`config.mk`:
```
export PLATFORM = sky130hd
export DESIGN_NAME = pipe_sequencer
export DESIGN_NICKNAME = d
export VERILOG_FILES = /design/src/rtl/pipe_ctrl_pkg.sv /design/src/rtl/pipe_sequencer_sat_counter.sv /design/src/rtl/pipe_sequencer.sv
export SDC_FILE = /design/constraint.sdc
export NUM_CORES = 1
export LEC_CHECK = 0
export CORE_MARGIN = 5
export CORE_UTILIZATION = 35
export DETAILED_ROUTE_END_ITERATION = 7
export PLACE_DENSITY = 0.61
export SLEW_MARGIN = 20
export SYNTH_ARGS = -nofsm -noshare
export SYNTH_HDL_FRONTEND = slang
export SYNTH_SLANG_ARGS = --single-unit
```
`constraint.sdc`:
```
create_clock -name clk_i -period 2.5 [get_ports clk_i]
set_input_delay 0.25 -clock clk_i [delete_from_list [all_inputs] [get_ports clk_i]]
set_output_delay 0.25 -clock clk_i [all_outputs]
set_load 0.05 [all_outputs]
```
`src/rtl/pipe_ctrl_pkg.sv`:
```
// Shared types and encodings for the pipeline sequencer: FSM states,
// EX-stage branch-select codes and ALU flag bit positions.
package pipe_ctrl_pkg;

    typedef enum logic [1:0] {
        RUN      = 2'd0,
        BR_FLUSH = 2'd1,
        MEM_WAIT = 2'd2,
        HALTED   = 2'd3
    } state_t;

    localparam logic [1:0] BR_NONE = 2'b00;
    localparam logic [1:0] BR_JUMP = 2'b01;
    localparam logic [1:0] BR_ZERO = 2'b10;
    localparam logic [1:0] BR_NEG  = 2'b11;

    localparam int FLAG_Z = 1;
    localparam int FLAG_N = 0;

    function automatic logic branch_taken(input logic [1:0] sel, input logic [1:0] flags);
        logic taken;
        taken = 1'b0;
        case (sel)
            BR_NONE: taken = 1'b0;
            BR_JUMP: taken = 1'b1;
            BR_ZERO: taken = flags[FLAG_Z];
            BR_NEG:  taken = flags[FLAG_N];
            default: taken = 1'b0;
        endcase
        return taken;
    endfunction

endpackage

```
`src/rtl/pipe_sequencer_sat_counter.sv`:
```
// Saturating up-counter: sticks at all-ones instead of wrapping.
module sat_counter #(
    parameter int WIDTH = 16
) (
    input  logic             clk_i,
    input  logic             rst_n_i,
    input  logic             inc_i,
    output logic [WIDTH-1:0] count_o
);

    logic [WIDTH-1:0] count_reg;

    always_ff @(posedge clk_i or negedge rst_n_i) begin
        if (!rst_n_i) begin
            count_reg <= '0;
        end else if (inc_i && (count_reg != '1)) begin
            count_reg <= count_reg + WIDTH'(1);
        end
    end

    assign count_o = count_reg;

endmodule

```
`src/rtl/pipe_sequencer.sv`:
```
// Pipeline sequencer: resolves EX branches and drives PC select, stage
// enables and flushes for branches, load-use stalls, memory waits and halt.
module pipe_sequencer
    import pipe_ctrl_pkg::*;
#(
    parameter int FLUSH_CYCLES = 1,
    parameter int MEM_TIMEOUT  = 64,
    parameter int CNT_W        = 16
) (
    input  logic             clk_i,
    input  logic             rst_n_i,
    input  logic [1:0]       branchselect_ex_i,
    input  logic [1:0]       alu_flags_i,
    input  logic             load_use_i,
    input  logic             mem_busy_i,
    input  logic             halt_i,
    output logic             pc_select_o,
    output logic             pc_en_o,
    output logic             if_id_en_o,
    output logic             id_ex_en_o,
    output logic             ex_mem_en_o,
    output logic             flush_if_id_o,
    output logic             flush_id_ex_o,
    output logic             halted_o,
    output logic             fault_o,
    output logic [CNT_W-1:0] branch_cnt_o,
    output logic [CNT_W-1:0] stall_cnt_o
);

    localparam logic [2:0] FLUSH_INIT   = 3'(FLUSH_CYCLES - 1);
    localparam logic [7:0] TIMEOUT_CYCS = 8'(MEM_TIMEOUT);

    state_t     state_reg, state_next;
    logic [2:0] rem_reg, rem_next;
    logic [7:0] wait_reg, wait_next;
    logic       fault_reg, fault_next;
    logic       taken;
    logic       branch_inc;
    logic       stall_inc;

    assign taken = branch_taken(branchselect_ex_i, alu_flags_i);

    always_comb begin
        state_next    = state_reg;
        rem_next      = rem_reg;
        wait_next     = wait_reg;
        fault_next    = fault_reg;
        pc_select_o   = 1'b0;
        pc_en_o       = 1'b1;
        if_id_en_o    = 1'b1;
        id_ex_en_o    = 1'b1;
        ex_mem_en_o   = 1'b1;
        flush_if_id_o = 1'b0;
        flush_id_ex_o = 1'b0;
        halted_o      = 1'b0;
        branch_inc    = 1'b0;
        stall_inc     = 1'b0;

        case (state_reg)
            // The cycle busy drops in MEM_WAIT behaves exactly like RUN, so the
            // held EX instruction is resolved without losing a cycle.
            RUN, MEM_WAIT: begin
                if (mem_busy_i) begin
                    pc_en_o     = 1'b0;
                    if_id_en_o  = 1'b0;
                    id_ex_en_o  = 1'b0;
                    ex_mem_en_o = 1'b0;
                    stall_inc   = 1'b1;
                    if (state_reg == RUN) begin
                        state_next = MEM_WAIT;
                        wait_next  = 8'd1;
                    end else if (wait_reg + 8'd1 == TIMEOUT_CYCS) begin
                        state_next = HALTED;
                        fault_next = 1'b1;
                    end else begin
                        wait_next = wait_reg + 8'd1;
                    end
                end else if (taken) begin
                    pc_select_o   = 1'b1;
                    flush_if_id_o = 1'b1;
                    flush_id_ex_o = 1'b1;
                    branch_inc    = 1'b1;
                    rem_next      = FLUSH_INIT;
                    state_next    = (FLUSH_CYCLES > 1) ? BR_FLUSH : RUN;
                end else if (halt_i) begin
                    state_next = HALTED;
                end else if (load_use_i) begin
                    pc_en_o       = 1'b0;
                    if_id_en_o    = 1'b0;
                    flush_id_ex_o = 1'b1;
                    stall_inc     = 1'b1;
                    state_next    = RUN;
                end else begin
                    state_next = RUN;
                end
            end
            BR_FLUSH: begin
                flush_if_id_o = 1'b1;
                flush_id_ex_o = 1'b1;
                if (mem_busy_i) begin
                    pc_en_o     = 1'b0;
                    if_id_en_o  = 1'b0;
                    id_ex_en_o  = 1'b0;
                    ex_mem_en_o = 1'b0;
                    stall_inc   = 1'b1;
                end else begin
                    rem_next = rem_reg - 3'd1;
                    if (rem_reg == 3'd1) begin
                        state_next = RUN;
                    end
                end
            end
            HALTED: begin
                pc_en_o     = 1'b0;
                if_id_en_o  = 1'b0;
                id_ex_en_o  = 1'b0;
                ex_mem_en_o = 1'b0;
                halted_o    = 1'b1;
            end
            default: state_next = RUN;
        endcase
    end

    always_ff @(posedge clk_i or negedge rst_n_i) begin
        if (!rst_n_i) begin
            state_reg <= RUN;
            rem_reg   <= 3'd0;
            wait_reg  <= 8'd0;
            fault_reg <= 1'b0;
        end else begin
            state_reg <= state_next;
            rem_reg   <= rem_next;
            wait_reg  <= wait_next;
            fault_reg <= fault_next;
        end
    end

    assign fault_o = fault_reg;

    logic [1:0]       cnt_inc;
    logic [CNT_W-1:0] cnt_val [2];

    assign cnt_inc = {stall_inc, branch_inc};

    for (genvar gi = 0; gi < 2; gi++) begin : g_cnt
        sat_counter #(.WIDTH(CNT_W)) u_cnt (
            .clk_i   (clk_i),
            .rst_n_i (rst_n_i),
            .inc_i   (cnt_inc[gi]),
            .count_o (cnt_val[gi])
        );
    end

    assign branch_cnt_o = cnt_val[0];
    assign stall_cnt_o  = cnt_val[1];

endmodule

```
==> results.json <==
{
  "cpLargestDelayFamily": "buffers and inverters",
  "die_h_um": 95.1,
  "dp.final_hpwl_mm": 4.35,
  "cts-resized-gates": 0,
  "syn_avg_cell_area_um2": 9.94,
  "cts_buffers": 5,
  "grt_pass1_vias": 1993,
  "dpl_worst_slack_ns": 0.165,
  "via_count": 2040,
  "diodes": 0,
  "dr.pass1.iters": 4,
  "crit_chain": "clkdlybuf4s50_1 -> a21oi_1 -> or4_1 -> inv_2 -> a21o_1 -> a31o_2 -> buf_12",
  "hold_viol": 0,
  "r2r_cells": 6,
  "start_util_pct": 35.5,
  "placed_area_mm2": 0.00318,
  "maxSlewHeadroom_pct": 65.5,
  "period_minus_slack_ns": 2.32,
  "start_kind": "input port",
  "outcome": "completed",
  "final_area_mm2": 0.00330,
  "viasPerCell": 5.04,
  "slew_viol_final": 0,
  "synth_warnings": 0,
  "fmax_ghz": 0.430,
  "dieArea_mm2": 0.00904,
  "htreeDepth": 2,
  "postSynthCellCount": 255,
  "clock-root-buffer": "clkbuf_8",
  "core_area_mm2": 0.00714,
  "path_depth": 7,
  "drive_gt1_share_pct": 11.8,
  "clock_latency_ns": 0.30,
  "vdd_drop_max_uv": 659,
  "io-pin-count": 50,
  "cap_violations": 0,
  "finalClockSkew_ns": 0.0159,
  "ys_types": 56,
  "clockBufferDepth": 2,
  "cp-startpoint": "branchselect_ex_i[1]",
  "cts_tree": "built",
  "min_period_over_period_pct": 92.9,
  "cpPeakStageDelay_ns": 0.62,
  "ys.flop_type": "dfrtp_1",
  "die_w_um": 95.1,
  "worstSetupPathType": "input port to output port",
  "clkTransAtPathRegs_ns": 0.10,
  "grt_max_degree": 30,
  "critPathBufInv": 3,
  "arrival_ns": 2.07,
  "routed_wl_mm": 5.82,
  "synthToLayoutAreaGrowth_pct": 30.1,
  "synth_async_sr_flop_share_pct": 100,
  "setup_tns_ns": 0,
  "critical-path-slowest-cell": "or4_1",
  "drtIter0Drc": 54,
  "p_leak_uw": 0.00137,
  "syn_area_mm2": 0.00253,
  "overflow": 0,
  "hp-class": "input port to asynchronous set/reset pin",
  "cp-endpoint": "flush_id_ex_o",
  "ys_seq_elements": 46,
  "antenna_found_initial": 0,
  "r2r_setup_slack_ns": 0.27,
  "routedWlPerCell_um": 14.4,
  "portBuffers": 49,
  "synth_seq_area_share_pct": 45.4,
  "crit_path_end_kind": "output port",
  "n_fill_cell": 687,
  "setup_slack_ns": 0.177,
  "clock_sinks": 46,
  "critPathMaxFanout": 6,
  "report.final.setup_viol": 0,
  "power_density_mw_per_mm2": 970,
  "core.rowCount": 31,
  "rsz0062_at_grt": "no",
  "largest_reg_flops": 32,
  "crit_required_ns": 2.25,
  "drc": 0,
  "timing.rr.start": "wait_reg[0]",
  "place_congestion": 0.841,
  "worstMarginPinSlew_ns": 0.512,
  "nets": 320,
  "grt_pass1_wl_mm": 9.79,
  "ant_nets": 0,
  "reg2reg_to": "wait_reg[0]",
  "synth_edf_count": 0,
  "synth_fp_nets": 270,
  "grt.total_usage_pct": 13.5
}
## worst reg2reg max path, stage by stage, from the launching register on
cell	delay (ns)
dfrtp_1	0.47
ha_1	0.25
and2_1	0.22
a31oi_1	0.11
o21a_1	0.21
or3_1	0.53
o311a_1	0.34
## per-layer routing
layer | vias to the layer above | track usage (%) | share of wire (%)
met5 | - | 0 | 0
met2 | 30 | 21.5 | 48
met3 | 4 | 2.68 | 3.6
met4 | 0 | 4.57 | 1.2
met1 | 984 | 18.4 | 47
li1 | 1022 | - | -
## per-stage QoR
stage	power, µW	utilization, %	hold WS (ns)	instances
floorplan	2120	-	-0.0456	255
global placement	2640	44.5	0.199	396
detailed placement	2650	44.5	0.206	396
CTS	3230	46.2	0.405	405
global route	3390	46.2	0.431	405
finish	3200	46.2	0.409	405
## cell type report
class	count	area (µm²)	share of cell area, %
repair buffers	57	598	18.1
multi-input cells	184	1270	38.5
well taps	99	124	3.76
inverters	11	41.3	1.25
clock buffers	5	68.8	2.09
flip-flops and latches	46	1150	34.9
clock inverters	3	43.8	1.33
## worst min-delay path by stage
stage / start / cells after the start / slack (ns) / to
finish: rst_n_i / 2 / 0.41 / g_cnt[0].u_cnt.count_o[4]
global route: rst_n_i / 2 / 0.43 / g_cnt[0].u_cnt.count_o[8]
CTS: rst_n_i / 2 / 0.40 / g_cnt[0].u_cnt.count_o[4]
detailed placement: rst_n_i / 1 / 0.21 / g_cnt[1].u_cnt.count_o[10]
global placement: rst_n_i / 1 / 0.20 / g_cnt[1].u_cnt.count_o[10]
floorplan: rst_n_i / 0 / -0.05 / fault_o
## kinds of logic (layout without fill, tap and decap cells)
| family | Yosys count | after routing | synth area share (%) |
|---|---|---|---|
| DFF | 46 | 46 | 45.4 |
| xor gates and xnor gates | 28 | 28 | 9.67 |
| muxes | 3 | 3 | 1.33 |
| adders and majority gates | 6 | 6 | 2.96 |
| AOI/OAI and AO/OA | 45 | 45 | 14.3 |
| buffers and inverters | 25 | 76 | 4.54 |
| and+or+nand+nor | 102 | 102 | 21.8 |
## placed cells by master, fill, tap and decap left out, types with 5 or more instances in the layout
cell	instances
nand2_1	19
nand3_1	19
nand4_1	9
a21oi_1	6
dfrtp_1	46
and3_1	9
clkdlybuf4s50_1	43
clkbuf_8	5
o21ai_0	5
buf_4	7
inv_1	10
nor2_1	13
buf_12	5
ha_1	6
xnor2_1	18
xor2_1	10
nor3_1	6
## cells in the mapped netlist (2+ instances only)
cell | number | share of area (%)
nand3_1 | 19 | 3.8
xor2_1 | 10 | 3.5
a22o_1 | 3 | 1.0
nand2_1 | 19 | 2.8
and2_1 | 4 | 0.99
a211oi_1 | 2 | 0.59
o31ai_1 | 2 | 0.59
o21bai_1 | 2 | 0.59
xnor2_1 | 18 | 6.2
inv_1 | 10 | 1.5
nor4_2 | 2 | 0.99
nand2b_1 | 4 | 0.99
a31oi_1 | 4 | 0.99
nor2_1 | 14 | 2.1
clkbuf_1 | 7 | 1.0
nor4_1 | 3 | 0.74
o311ai_0 | 2 | 0.69
nor3b_1 | 2 | 0.59
mux2_2 | 3 | 1.3
and3_1 | 9 | 2.2
a311oi_2 | 2 | 1.2
nor3_1 | 6 | 1.2
and4_1 | 2 | 0.69
ha_1 | 6 | 3.0
buf_4 | 3 | 0.89
nand4_1 | 9 | 2.2
o21ai_0 | 5 | 0.99
a21oi_1 | 6 | 1.2
or3_1 | 3 | 0.74
dfrtp_1 | 46 | 45
o21a_1 | 2 | 0.59
a31o_2 | 2 | 0.69
## power by group
part           switching, µW  internal (µW)
logic                    891            595
registers                236            908
clock network            269            300
total                   1400           1800
## timing repair
action                                  4_1_cts  5_1_grt
endpoints found under the setup margin        0        0
setup buffers                                 0        0
hold buffers                                  1        0
endpoints found under the hold margin        17        0
Note: power is estimated with default switching activity, not from simulation.
==> patch, RTL diff (same flow settings) <==
The parameter `CNT_W` goes from 16 to 32.
--- a/src/rtl/pipe_sequencer.sv
+++ b/src/rtl/pipe_sequencer.sv
@@ -5,7 +5,7 @@
 #(
     parameter int FLUSH_CYCLES = 1,
     parameter int MEM_TIMEOUT  = 64,
-    parameter int CNT_W        = 16
+    parameter int CNT_W        = 32
 ) (
     input  logic             clk_i,
     input  logic             rst_n_i,
Interface: changed (resized branch_cnt_o and stall_cnt_o); port bits go from 50 to 82. The function was not compared with the original's and may differ.
==> patch against the unedited design <==
Register-to-register slack improved by 20 ps; cell count rose by 66%; power rose by 50%; synthesized cell count rose by 68%; first-iteration DRC count rose to 3.1 times the old value; global-route usage rose by 2.2 points; area after synthesis rose by 69%; combinational power rose by 17%; wire length rose by 89%; via count rose by 78%; design area rose by 71%; sequential cell count rose by 32; critical path depth fell by 5; setup slack got worse by 41 ps; critical path type is now reg -> out; largest cell class unchanged.
==> patch: results <==
[grt]
grt_usage_pct = 15.8
grt_pass1_wl_microns = 18500
use_met1_pct = 20.8
grt_use_met3_pct = 5.47
grt_pass1_vias = 3599
use_met2_pct = 24.9
grt_max_degree = 79

[sta]
finClkSkew_ps = 7.84
finalCriticalPeriod_ps = 2360
holdWs_ps = 448
tightest_slew_ps = 558

[pwr]
leakagePower_nw = 2.43
peakVddDrop_mv = 0.873

[clock_tree]
clk_pin_slew_ps = 70
ctsHoldBuffers = 1
htreeDepth = 3
insertion_delay_ps = 340
cts_root_buf = "clkbuf_16"

[routing]
dr_wl_met2_microns = 5150
met1_length_microns = 5130
wl_met3_microns = 662
wl_microns = 11000
drt_iter0_markers = 166
viasPerCell = 5.40

[finish]
nFlopsAndLatches = 78
bufAreaShareNonClock_pct = 17.2
nMultiInputCombCells = 322
signal_buffers = 98
drive_gt1_share_pct = 11.4
nClkBuffers = 9
inv_count = 12
num-fill-cells = 1157
stdcell_count = 673
layout.nets = 536
layout.area.seq_sq_um = 1950
multi_input_area_sq_um = 2200
clk_share_pct = 5.31

[setup_path]
timing.rr.end = "wait_reg[3]"
cp_max_fo = 13
crit_start = "state_reg[0]"
crit_end = "halted_o"
reg2reg_slack_ps = 290

[yosys]
synth.distinct_cells = 55
synthTopCellsByArea = "dfrtp_1, xor2_1, xnor2_1"
synth_commonest_cells = "dfrtp_1, nand3_1, nand2_1, xor2_1, xnor2_1"
synth.avg_cell_area_sq_um = 9.96
synth_nets = 444
ys_seq_area_share_pct = 45.7

[placement]
portBuffers = 81
pre_cts_ws_ps = 95.8
dp.cells = 656
gp_congestion = 0.877
dpl.hpwl_microns = 7760

[status]
status = "complete, no violations"
## patch: where the power goes
group | total, mW | leakage [nW] | switching [mW] | internal (mW)
Sequential | 1.75 | 1.03 | 0.291 | 1.46
Clock | 1.32 | 0.138 | 0.544 | 0.774
Combinational | 1.74 | 1.27 | 1.07 | 0.669
## patch: cell families after synthesis
family | Yosys count | synth area share [%]
AND/OR/NAND/NOR | 199 | 26.9
multiplexers | 5 | 1.32
buffers and inverters | 29 | 2.93
adder cells (fa/ha/maj) | 6 | 1.76
flip-flops | 78 | 45.7
AO/OA/AOI/OAI | 53 | 9.32
XOR/XNOR | 59 | 12.1
## patch: stage by stage
step / instance area [sq um] / util, %
6_report: 5650 / 47.1
5_1_grt: 5650 / 47.1
4_1_cts: 5650 / 47.1
3_5_place_dp: 5340 / 44.5
3_3_place_gp: 5340 / 44.5
2_1_floorplan: 4280 / -
## patch: worst max-delay path, cell delays in order (launching register included)
cell	delay [ps]
dfrtp_1	610
and2_1	320
clkdlybuf4s50_1	840
